<file path="config.mk">
export PLATFORM = sky130hd
export DESIGN_NAME = coeff_hold_bank
export DESIGN_NICKNAME = d
export VERILOG_FILES = /design/src/rtl/coeff_hold_pkg.sv /design/src/rtl/coeff_hold_lane.sv /design/src/rtl/coeff_hold_bank.sv
export SDC_FILE = /design/constraint.sdc
export NUM_CORES = 1
export LEC_CHECK = 0
export CAP_MARGIN = 20
export CORE_MARGIN = 2
export CORE_UTILIZATION = 40
export CTS_BUF_LIST = sky130_fd_sc_hd__clkbuf_16
export DETAILED_ROUTE_END_ITERATION = 8
export GPL_TIMING_DRIVEN = 0
export PLACE_DENSITY = 0.64
export SLEW_MARGIN = 20
export SYNTH_ARGS = -nofsm -noshare
export SYNTH_HDL_FRONTEND = slang
export SYNTH_HIERARCHICAL = 1
export SYNTH_SLANG_ARGS = --single-unit
</file>
<file path="constraint.sdc">
create_clock -name system1000 -period 5.3 [get_ports system1000]
set_input_delay 0.795 -clock system1000 [delete_from_list [all_inputs] [get_ports system1000]]
set_output_delay 0.795 -clock system1000 [all_outputs]
set_load 0.03 [all_outputs]
</file>
<file path="src/rtl/coeff_hold_pkg.sv">
// coeff_hold_pkg: shared state encoding and counter width for the coefficient hold bank
package coeff_hold_pkg;

    localparam int COUNT_W = 16;

    typedef enum logic [0:0] {
        IDLE    = 1'b0,
        LOADING = 1'b1
    } state_t;

endpackage

</file>
<file path="src/rtl/coeff_hold_lane.sv">
// coeff_hold_lane: one channel holding a shadow value, the active value and a dirty bit
module coeff_hold_lane #(
    parameter int W = 32
) (
    input  logic         system1000,
    input  logic         system1000_rstn,
    input  logic         wr_en,
    input  logic [W-1:0] wr_data,
    input  logic         load,
    output logic [W-1:0] active,
    output logic         dirty
);

    logic [W-1:0] shadow;
    logic [W-1:0] shadow_next;

    // A same-cycle write is part of the image that a load copies to active
    assign shadow_next = wr_en ? wr_data : shadow;

    // Shadow capture, active load on commit and dirty tracking since the last commit
    always_ff @(posedge system1000) begin
        if (!system1000_rstn) begin
            shadow <= '0;
            active <= '0;
            dirty  <= 1'b0;
        end else begin
            shadow <= shadow_next;
            if (load)
                active <= shadow_next;
            dirty <= load ? 1'b0 : (dirty | wr_en);
        end
    end

endmodule

</file>
<file path="src/rtl/coeff_hold_bank.sv">
// coeff_hold_bank: double-buffered coefficient bank with atomic commit of all channels
module coeff_hold_bank
    import coeff_hold_pkg::*;
#(
    parameter int NCH         = 9,
    parameter int W           = 32,
    parameter int AUTO_COMMIT = 1
) (
    input  logic                                  system1000,
    input  logic                                  system1000_rstn,
    input  logic                                  wr_valid,
    input  logic [((NCH > 1) ? $clog2(NCH) : 1)-1:0] wr_addr,
    input  logic [W-1:0]                          wr_data,
    input  logic                                  commit,
    output logic [NCH*W-1:0]                      coeff,
    output logic [NCH-1:0]                        dirty,
    output logic                                  busy,
    output logic                                  commit_pulse,
    output logic [15:0]                           commit_count,
    output logic                                  err_addr
);

    state_t               state;
    logic                 wr_ok;
    logic                 trigger;
    logic [NCH-1:0]       wr_en;
    logic [COUNT_W-1:0]   count;

    // Writes beyond the last channel are dropped and only flag an error
    assign wr_ok = wr_valid && (32'(wr_addr) < NCH);

    // A manual commit needs something pending; auto-commit fires once every channel is dirty
    assign trigger = (commit && ((|dirty) || wr_ok)) ||
                     ((AUTO_COMMIT == 1) && (&(dirty | wr_en)));

    assign busy         = (state == LOADING);
    assign commit_count = count;

    for (genvar i = 0; i < NCH; i++) begin : g_lane
        assign wr_en[i] = wr_ok && (32'(wr_addr) == i);
        coeff_hold_lane #(.W(W)) u_lane (
            .system1000      (system1000),
            .system1000_rstn (system1000_rstn),
            .wr_en           (wr_en[i]),
            .wr_data         (wr_data),
            .load            (trigger),
            .active          (coeff[i*W +: W]),
            .dirty           (dirty[i])
        );
    end

    // State follows whether any channel will be pending after this edge
    always_ff @(posedge system1000) begin
        if (!system1000_rstn)
            state <= IDLE;
        else
            state <= trigger ? IDLE : (((|dirty) || wr_ok) ? LOADING : IDLE);
    end

    // Commit strobe aligned with the new coeff, wrapping commit counter, sticky address error
    always_ff @(posedge system1000) begin
        if (!system1000_rstn) begin
            commit_pulse <= 1'b0;
            count        <= '0;
            err_addr     <= 1'b0;
        end else begin
            commit_pulse <= trigger;
            count        <= trigger ? count + 1'b1 : count;
            err_addr     <= err_addr | (wr_valid && !wr_ok);
        end
    end

endmodule

</file>
==> impl_results.md <==
* Tmin final at 4.28 ns
* GR met2 Demand/Resource at 40.3%
* Rel. slew slack at 15.1%
* Finished Layout Cells at 3251
* CP Max Fanout at 19
* Drt pass-1 iters at 5
* CP cell instances: clkdlybuf4s50_1 > nand2_1 > nor3_1 > o211ai_1 > a211o_2 > and2_0 > inv_1 > buf_2 > clkbuf_1 > a21oi_1
* DP Wirelength at 47800 um
* First-pass GRT wire length at 103000 um
* Total die area at 56800 um2
* Min-delay src: commit_count[6]$_SDFFE_PN0P_
* Req. time, crit path at 5.77 ns
* Max_cap viols at 0
* Remaining DRCs at 0
* Slowest stage cell, crit path: inv_1
* FMAX at 234 MHz
* Layout Skew at 0.0246 ns
* Cells on worst reg2reg path at 9
* Final Cycle Share at 80.8%
* Vias post-DR at 16900
* Final setup violation count at 0
* Unrepaired setup endpoints after global routing: no
* Clk buf depth at 3
* Max H-tree Level at 2
* GR Overflow Total at 0
* Maximum vdd drop at 288 uV
* Synth top area share at 55.1%
* Initial antenna violation count at 5
* Routability cong. at 0.832
* Seq/Total Area, Yosys at 55.1%
* Slew @ Worst Pin at 1.27 ns
* Top_reg_cell synth: dfxtp_1
* Layout cells sized above 1 at 8.62%
* FF-to-FF End: g_lane[1].u_lane/active[23]$_SDFFE_PN0P_
* Setup TNS at 0 ns
* Final wirelength at 70000 um
* LEAKAGE at 9.74 nW
* CP Capture Type: flip-flop
* Worst-path clk slew at 0.06 ns
* Critical Path Max Stage Delay at 0.83 ns
* Vias in the first global route at 16600
* Initial Util at 40.6%
* IO Pins at 356
* Kind of critical path: input pin to flip-flop
* R2R setup slack at 1.60 ns
* Status: completed
* Number of cells after detailed placement at 3138
* Setup WS pre-CTS at 0.434 ns
* Post-synthesis cell area at 22000 um2
* Count of cell types in the netlist at 42
* Synth-to-Final Area Change at 28.9%
* CP startpoint kind: input pin
* Grt peak-use layer: met2
* Pins Over Slew Limit at 0
* Clock latency on the worst-skew pair at 0.63 ns
* Wire length per cell at 21.5 um
* CP delay by family, top: buffers and inverters
* Final WS setup at 1.02 ns
* Crit path arrival time at 4.75 ns
* # hold bufs at CTS at 0
* Avg Synthesized Cell Area at 10.5 um2
* Syn. warnings at 6
* Die width at 238 um
* Total track usage at 24.0%
* DR vias/cell at 5.19
* Total CTS buffers at 61
* Post-synth top area cell: dfxtp_1
* Antenna-violating nets left at 0
* Worst hold path cell count at 2
* Post-synth EDFFs at 0
* Worst hold path class: flip-flop to flip-flop
* GR Util met1 at 30.7%
* Root Driver: clkbuf_16
* Core area at 54000 um2
* GR met3 Demand/Resource at 4.67%
* Filler cells at 4838
* Die Ht at 238 um
* Mapped Cells at 2087
* Port-buffer cells at 353
* Commonest cells after routing, fill and taps aside: dfxtp_1, clkdlybuf4s50_1, mux2i_1, a21oi_1
* FF+latch count, synth at 604
* PD cells at 374 nW/um2
* Syn nets at 2128
* Largest net degree at the start of global routing at 20
* TritonCTS clock tree: done
* Post-CTS setup buffer count at 0
* Synth top area cells: dfxtp_1, mux2i_1, nor2b_1
* Most common cell after layout, fill and taps aside: dfxtp_1
* Final #Nets at 2546
* Rows at 85
* Reg2reg start: g_lane[5].u_lane/dirty$_SDFF_PP0_
* Resize count post-CTS at 0
* Synth async-reset ratio at 0%
* CTS Sinks at 604
* Hold Path End: commit_count[6]$_SDFFE_PN0P_
* Iter 0 DRT Violations at 989
* Buffers & Inverters on Critical Path at 4
* Final hold vios at 0
## stage by stage
stage | power (mW) | utilization (%) | cell area, um2 | hold WS (ns)
floorplan | 5.80 | - | 22000 | 0.478
global placement | 6.51 | 48.8 | 26400 | 0.455
detailed placement | 6.54 | 48.9 | 26400 | 0.479
CTS | 10.7 | 52.4 | 28300 | 0.489
global route | 10.9 | 52.4 | 28300 | 0.508
finish | 10.6 | 52.4 | 28300 | 0.489
## per-layer routing
metal	part of all wire, %	vias up
met3	6.4	116
met1	43	8134
met4	3.2	0
li1	-	8083
met5	0	-
met2	48	524
## worst max-delay path by stage
stage,depth (start not counted),to,start
finish,10,g_lane[1].u_lane/active[23]$_SDFFE_PN0P_,wr_valid
global placement,10,g_lane[2].u_lane/active[22]$_SDFFE_PN0P_,wr_valid
floorplan,10,g_lane[0].u_lane/active[10]$_SDFFE_PN0P_,wr_addr[3]
detailed placement,10,g_lane[1].u_lane/active[23]$_SDFFE_PN0P_,wr_valid
global route,10,g_lane[1].u_lane/active[23]$_SDFFE_PN0P_,wr_valid
CTS,10,g_lane[1].u_lane/active[23]$_SDFFE_PN0P_,wr_valid
## tightest hold or removal path, cell delays in order, from the launching register on
cell     delay, ns
dfxtp_1       0.33
nand2_1       0.06
mux2i_1       0.05
## cells in the mapped netlist, drive strengths merged (2+ instances only)
cell    instances
dfxtp         604
mux2i         306
a21oi         294
nor2b         289
o21ai         289
buf           107
clkbuf         66
nand2          26
nand2b         16
nor2           15
nand3          11
nor3b          10
o31ai          10
and3            7
or2             6
and2            5
nor3            5
nand4           4
inv             2
nand3b          2
nor4            2
## state kept, by name (all words and copies together) (netlist names)
name / cells
commit_pulse: 1
g_lane.u_lane/dirty: 9
commit_count: 16
g_lane.u_lane/shadow: 288
err_addr: 1
g_lane.u_lane/active: 288
busy: 1
## kinds of logic (layout without fill, tap and decap cells)
logic type	Yosys count	count (layout)	share of synthesized area [%]
other cells	0	2	0
simple gates	401	401	11.0
mux	306	306	14.0
compound gates	600	600	14.1
buf+inv	175	641	5.78
fa+ha+maj	1	1	0.0570
flops	604	604	55.1
## final cells by class
class	instances	area, um2	area share, %
timing repair buffer	355	3560	12.6
antenna	2	5.00	0.0177
clock buffer	61	1530	5.39
tap	696	871	3.08
inverter	2	7.51	0.0265
sequential	604	12100	42.7
multi-input combinational	1308	8590	30.4
clock inverter	50	380	1.34
buffer	173	1260	4.46
## report_power, final
part,switching (mW),total (mW),internal (mW)
clock network,1.80,4.13,2.33
logic,0.968,1.53,0.566
registers,0.142,4.91,4.77
(Power assumes the default switching activity.)
